`src/rtl/alu_ins_sequencer.sv`:
```
// alu_ins_sequencer
//   Issues buffered 16-bit register-ALU instructions to a 3-phase datapath.
//   For each instruction it pulses step three times: latch, low half, high half.
//   It also rebuilds the two 16-bit alu_out halves into one 32-bit result.
// Ports
//   clk, rst          clock, synchronous active-high reset
//   load_valid_i/_ins_i/ready_o  append an instruction while idle
//   clear_i, start_i  idle-only buffer clear / run request
//   busy_o, done_o    run in progress / one-cycle end-of-run pulse
//   ins_o, step_o     instruction and phase-advance strobe to the datapath
//   alu_out_i         datapath result half
//   res_valid_o, res_data_o, res_idx_o  reassembled result per instruction
module alu_ins_sequencer #(
    parameter int unsigned DEPTH  = 8,
    parameter int unsigned SETTLE = 2
) (
    input  logic                     clk,
    input  logic                     rst,
    input  logic                     load_valid_i,
    input  logic [15:0]              load_ins_i,
    output logic                     load_ready_o,
    input  logic                     clear_i,
    input  logic                     start_i,
    output logic                     busy_o,
    output logic                     done_o,
    output logic [15:0]              ins_o,
    output logic                     step_o,
    input  logic [15:0]              alu_out_i,
    output logic                     res_valid_o,
    output logic [31:0]              res_data_o,
    output logic [$clog2(DEPTH)-1:0] res_idx_o
);

    localparam int unsigned CNT_W  = $clog2(DEPTH + 1);
    localparam int unsigned IDX_W  = $clog2(DEPTH);
    localparam int unsigned WAIT_W = $clog2(SETTLE + 1);

    typedef enum logic [2:0] {
        S_IDLE,
        S_ISSUE,
        S_W_LO,
        S_C_LO,
        S_W_HI,
        S_C_HI,
        S_NEXT,
        S_DONE
    } state_t;

    state_t             state_q;
    logic [CNT_W-1:0]   count_q;
    logic [IDX_W-1:0]   idx_q;
    logic [WAIT_W-1:0]  wait_q;
    logic [15:0]        lo_q;
    logic [15:0]        ins_q;
    logic               step_q;
    logic               busy_q;
    logic               done_q;
    logic               res_valid_q;
    logic [31:0]        res_data_q;
    logic [IDX_W-1:0]   res_idx_q;
    logic [15:0]        buf_q [DEPTH];

    logic               idle_c;
    logic               load_acc_c;
    logic [CNT_W-1:0]   run_cnt_c;
    logic               last_c;

    // Clear beats a same-cycle load; a same-cycle start sees the updated count.
    assign idle_c       = (state_q == S_IDLE);
    assign load_ready_o = idle_c && (count_q < CNT_W'(DEPTH));
    assign load_acc_c   = load_valid_i && load_ready_o && !clear_i;
    assign run_cnt_c    = clear_i ? '0 : count_q + CNT_W'(load_acc_c);
    assign last_c       = (CNT_W'(idx_q) == count_q - CNT_W'(1));

    // Instruction buffer storage, no reset needed
    always_ff @(posedge clk) begin
        if (load_acc_c) begin
            buf_q[count_q[IDX_W-1:0]] <= load_ins_i;
        end
    end

    // Sequencer FSM with registered datapath-facing outputs
    always_ff @(posedge clk) begin
        if (rst) begin
            state_q     <= S_IDLE;
            count_q     <= '0;
            idx_q       <= '0;
            wait_q      <= '0;
            lo_q        <= '0;
            ins_q       <= '0;
            step_q      <= 1'b0;
            busy_q      <= 1'b0;
            done_q      <= 1'b0;
            res_valid_q <= 1'b0;
            res_data_q  <= '0;
            res_idx_q   <= '0;
        end else begin
            step_q      <= 1'b0;
            done_q      <= 1'b0;
            res_valid_q <= 1'b0;

            if (idle_c && clear_i) begin
                count_q <= '0;
            end else if (load_acc_c) begin
                count_q <= count_q + CNT_W'(1);
            end

            case (state_q)
                S_IDLE: begin
                    if (start_i) begin
                        busy_q <= 1'b1;
                        idx_q  <= '0;
                        if (run_cnt_c == '0) begin
                            state_q <= S_DONE;
                            done_q  <= 1'b1;
                        end else begin
                            state_q <= S_ISSUE;
                            step_q  <= 1'b1;
                            // Entry 0 may be written on this very edge
                            ins_q   <= (count_q == '0) ? load_ins_i : buf_q[0];
                        end
                    end
                end
                S_ISSUE: begin
                    state_q <= S_W_LO;
                    wait_q  <= '0;
                end
                S_W_LO: begin
                    if (wait_q == WAIT_W'(SETTLE - 1)) begin
                        state_q <= S_C_LO;
                        step_q  <= 1'b1;
                    end else begin
                        wait_q <= wait_q + WAIT_W'(1);
                    end
                end
                S_C_LO: begin
                    lo_q    <= alu_out_i;
                    state_q <= S_W_HI;
                    wait_q  <= '0;
                end
                S_W_HI: begin
                    if (wait_q == WAIT_W'(SETTLE - 1)) begin
                        state_q <= S_C_HI;
                        step_q  <= 1'b1;
                    end else begin
                        wait_q <= wait_q + WAIT_W'(1);
                    end
                end
                S_C_HI: begin
                    res_data_q  <= {alu_out_i, lo_q};
                    res_idx_q   <= idx_q;
                    res_valid_q <= 1'b1;
                    state_q     <= S_NEXT;
                end
                S_NEXT: begin
                    if (last_c) begin
                        state_q <= S_DONE;
                        done_q  <= 1'b1;
                    end else begin
                        idx_q   <= idx_q + IDX_W'(1);
                        ins_q   <= buf_q[idx_q + IDX_W'(1)];
                        step_q  <= 1'b1;
                        state_q <= S_ISSUE;
                    end
                end
                S_DONE: begin
                    state_q <= S_IDLE;
                    busy_q  <= 1'b0;
                end
                default: begin
                    state_q <= S_IDLE;
                    busy_q  <= 1'b0;
                end
            endcase
        end
    end

    assign busy_o      = busy_q;
    assign done_o      = done_q;
    assign ins_o       = ins_q;
    assign step_o      = step_q;
    assign res_valid_o = res_valid_q;
    assign res_data_o  = res_data_q;
    assign res_idx_o   = res_idx_q;

endmodule

```
`config.mk`:
```
export PLATFORM = sky130hd
export DESIGN_NAME = alu_ins_sequencer
export DESIGN_NICKNAME = d
export VERILOG_FILES = /design/src/rtl/alu_ins_sequencer.sv
export SDC_FILE = /design/constraint.sdc
export NUM_CORES = 1
export LEC_CHECK = 0
export CORE_ASPECT_RATIO = 1.1
export CORE_MARGIN = 3
export CORE_UTILIZATION = 50
export DETAILED_ROUTE_END_ITERATION = 6
export GPL_ROUTABILITY_DRIVEN = 1
export GPL_TIMING_DRIVEN = 0
export PLACE_DENSITY = 0.75
export SETUP_SLACK_MARGIN = 0.3
export SYNTH_ARGS = -nofsm -noshare
export SYNTH_HDL_FRONTEND = slang
export SYNTH_SLANG_ARGS = --single-unit
```
`constraint.sdc`:
```
create_clock -name clk -period 3.09 [get_ports clk]
set_input_delay 0.4635 -clock clk [delete_from_list [all_inputs] [get_ports clk]]
set_output_delay 0.4635 -clock clk [all_outputs]
set_load 0.03 [all_outputs]
```
==> results_dict.tcl <==
set metrics [dict create \
    outcome "finished clean" \
    core_region_area_um2 16600 \
    grt_usage 0.226 \
    seq_area_frac_synth 0.637 \
    grt_start_max_net_pins 15 \
    critPathMaxStageDelay_ps 340 \
    p_sw_frac 0.313 \
    dp.cells 1039 \
    cellPowerDensity_nw_per_um2 793 \
    reg2reg_to "ins_o[7]$_SDFFE_PP0P_" \
    nFillCells 1220 \
    vias 6226 \
    final.min_clock_period_ps 2690 \
    startpoint_type "flip-flop" \
    rr_startpoint "state_q[0]$_SDFFE_PP0P_" \
    crit_slowest_cell "dfxtp_2" \
    clock.fmax_ghz 0.372 \
    setup.worst_path.end "ins_o[7]$_SDFFE_PP0P_" \
    routedWlPerCell_um 20.1 \
    p_int_mw 5.98 \
    cts_max_level 1 \
    clk_pin_slew_ps 60 \
    drive_above_1_share 0.170 \
    ys.warnings.count 0 \
    worst_hold_startpoint "res_data_o[3]$_SDFFE_PP0P_" \
    cpMostUsedCell "buf_6" \
    drtPass1Iterations 7 \
    crit_buf_inv 4 \
    ys_ff_latch 211 \
    clock-sinks 211 \
    routabilityCongestion 0.865 \
    p_clk_frac 0.310 \
    start_util 0.520 \
    cp.arrival_ps 3040 \
    final-hold-violation-count 0 \
    place_area_um2 10000 \
    cts_tree "yes" \
    dieHeight_um 144 \
    async_reset_ff_frac 0 \
    worstSkewPairLatency_ps 510 \
    cp.depth 15 \
    syn_avg_cell_area_um2 12.1 \
    gr-total-overflow 0 \
    cp_max_fo 10 \
    setup_viol_count_final 0 \
    tightestPinTransition_ps 972 \
    fp.dieW_um 131 \
    antenna_found_initial 0 \
    r2r_cells 15 \
    drt_iter0_markers 525 \
    synth_cells 711 \
    area_growth_pct 27.2 \
    ys.flop_type "edfxtp_1" \
    hold_buffers 0 \
    grt_pass1_vias 6290 \
    die_area_um2 18900 \
    pwr-share-seq 0.387 \
    ctsLongestPathBuffers 3 \
    dp_hpwl_um 14700 \
    post-route-period-util 0.870 \
    syn-cell-area_um2 8640 \
    grt_first_pass_wirelength_um 33700 \
    cpLargestDelayFamily "simple AND/OR/NAND/NOR gates" \
    routed_wl_um 21900 \
    leakagePower_nw 3.71 \
    ant_nets 0 \
    critPathKind "reg2reg" \
    maxSlewViolCount 0 \
    r2r_slack_ps 400 \
    numCtsBuffers 22 \
    synthDistinctLibCells 49 \
    relSlewSlack 0.352 \
    ctsRootBufferMaster "clkbuf_16" \
    required_ps 3440 \
    instances_no_fill 1088 \
    rsz0062_at_grt "false" \
    synth_edf_count 128 \
    drc 0 \
    fin_area_um2 11000 \
    max-cap-violations 0 \
    hold_path_class "reg2reg" \
    nets 886 \
    path_cells "buf_6 -> nor2_4 -> nand2_2 -> nor4b_4 -> ha_2 -> ha_4 -> xor2_1 -> nor3_4 -> a21oi_2 -> nand2b_4 -> buf_6 -> and2_4 -> buf_8 -> clkbuf_16 -> a211oi_2" \
    n_antenna_cell 0 \
    io_buffers 91 \
    ios 93 \
    p_switching_mw 2.72 \
    synth_fp_nets 754 \
    viasPerCell 5.72 \
    p_comb_frac 0.303 \
    vdd_drop_max_mv 0.616 \
    fp-row-count 49 \
    cp-startpoint "state_q[0]$_SDFFE_PP0P_" \
    finClkSkew_ps 22.6 \
    end_kind "flip-flop" \
]
## kinds of logic after synthesis
group / after synthesis / share of synthesized area
DFF: 211 / 0.637
and+or+nand+nor: 191 / 0.0958
AOI/OAI and AO/OA: 160 / 0.117
muxes: 82 / 0.102
buffers and inverters: 53 / 0.0306
xor gates and xnor gates: 8 / 0.00811
adders and majority gates: 6 / 0.00869
## power groups by stage
stage | clock [mW] | sequential (mW) | combinational [mW]
final | 2.69 | 3.37 | 2.64
after global routing | 2.85 | 3.39 | 2.80
after CTS | 2.72 | 3.36 | 2.51
after detailed placement | 0 | 3.41 | 2.35
after global placement | 0 | 3.40 | 2.25
after floorplan | 0 | 3.65 | 1.28
## cells in the mapped netlist (2+ instances only)
| cell type | count | area share |
|---|---|---|
| nor3_1 | 8 | 0.0046 |
| a22oi_1 | 3 | 0.0026 |
| ha_1 | 6 | 0.0087 |
| buf_2 | 15 | 0.0087 |
| nor3b_1 | 2 | 0.0017 |
| nor2_1 | 27 | 0.012 |
| nand2_1 | 134 | 0.058 |
| mux2_2 | 31 | 0.040 |
| xnor2_1 | 4 | 0.0041 |
| mux2i_1 | 49 | 0.057 |
| a21oi_1 | 77 | 0.045 |
| dfxtp_1 | 83 | 0.19 |
| o21ai_0 | 20 | 0.012 |
| nor2b_1 | 3 | 0.0022 |
| a211oi_2 | 9 | 0.013 |
| nand2b_1 | 6 | 0.0043 |
| a211oi_1 | 6 | 0.0052 |
| buf_4 | 4 | 0.0035 |
| a221oi_1 | 15 | 0.015 |
| nand3_1 | 3 | 0.0017 |
| edfxtp_1 | 128 | 0.45 |
| clkbuf_1 | 25 | 0.011 |
| inv_1 | 4 | 0.0017 |
| mux4_2 | 2 | 0.0052 |
| buf_6 | 2 | 0.0026 |
| xor2_1 | 4 | 0.0041 |
| o21a_1 | 2 | 0.0017 |
| a31oi_1 | 3 | 0.0022 |
| o22ai_1 | 16 | 0.012 |
## layout make-up
class,count,area [um2],area share
Clock inverter,7,83.8,0.00763
Multi-Input combinational cell,447,2990,0.272
Sequential cell,211,5510,0.502
Inverter,5,21.3,0.00194
Clock buffer,33,666,0.0606
Buffer,48,283,0.0257
Timing Repair Buffer,108,1150,0.104
Tap cell,229,287,0.0261
## worst min-delay path: stages (launching register included)
cell,delay (ps)
dfxtp_1,310
nand2_1,50
a21oi_1,50
## routing by layer
layer,share of wire,GRT usage,vias to the layer above
met1,0.39,0.276,3011
li1,-,-,2864
met4,0.032,0.0802,0
met3,0.079,0.0473,53
met2,0.50,0.403,298
met5,0,0,-
## state kept, by name, indices dropped and copies added (netlist names)
signal,flops
buf_q,128
res_data_o,32
ins_o,16
lo_q,16
count_q,4
idx_q,3
res_idx_o,3
state_q,3
wait_q,2
busy_o,1
done_o,1
res_valid_o,1
step_o,1
## per-stage QoR
step / TNS [ps] / total power [mW] / util / setup slack (ps) / hold WS (ps)
6_report: 0 / 8.70 / 0.661 / 401 / 452
5_1_grt: 0 / 9.04 / 0.661 / 286 / 475
4_1_cts: 0 / 8.59 / 0.654 / 303 / 455
3_5_place_dp: -4620 / 5.76 / 0.604 / -391 / 447
3_3_place_gp: -37300 / 5.65 / 0.593 / -350 / 437
2_1_floorplan: 0 / 4.92 / - / 326 / 432
## what timing repair did
action / 4_1_cts / 5_1_grt
gates cloned: 0 / 1
setup endpoints to repair: 17 / 15
pin swaps: 4 / 5
gates resized for setup: 12 / 19
buffers inserted: 6 / 2
## layout by cell type (no fill, tap or decap), drive strengths merged, types with 6 or more instances in the layout
cell and instances:
ha 6, a211oi 15, dfxtp 83, clkbuf 60, edfxtp 128, mux2 31
o22ai 16, nor3 8, nand2b 6, a221oi 15, nand2 134, a21oi 77
clkdlybuf4s50 91, buf 38, mux2i 49, o21ai 21, nor2 27
## how the worst min path moves through the flow
stage	end	slack, ps	cells after the start
floorplan	res_data_o[0]$_SDFFE_PP0P_	430	2
global placement	res_data_o[1]$_SDFFE_PP0P_	440	2
detailed placement	res_data_o[15]$_SDFFE_PP0P_	450	2
CTS	res_data_o[15]$_SDFFE_PP0P_	450	2
global route	res_data_o[10]$_SDFFE_PP0P_	470	2
finish	res_data_o[3]$_SDFFE_PP0P_	450	2
Note: power is estimated with default switching activity, not from simulation.
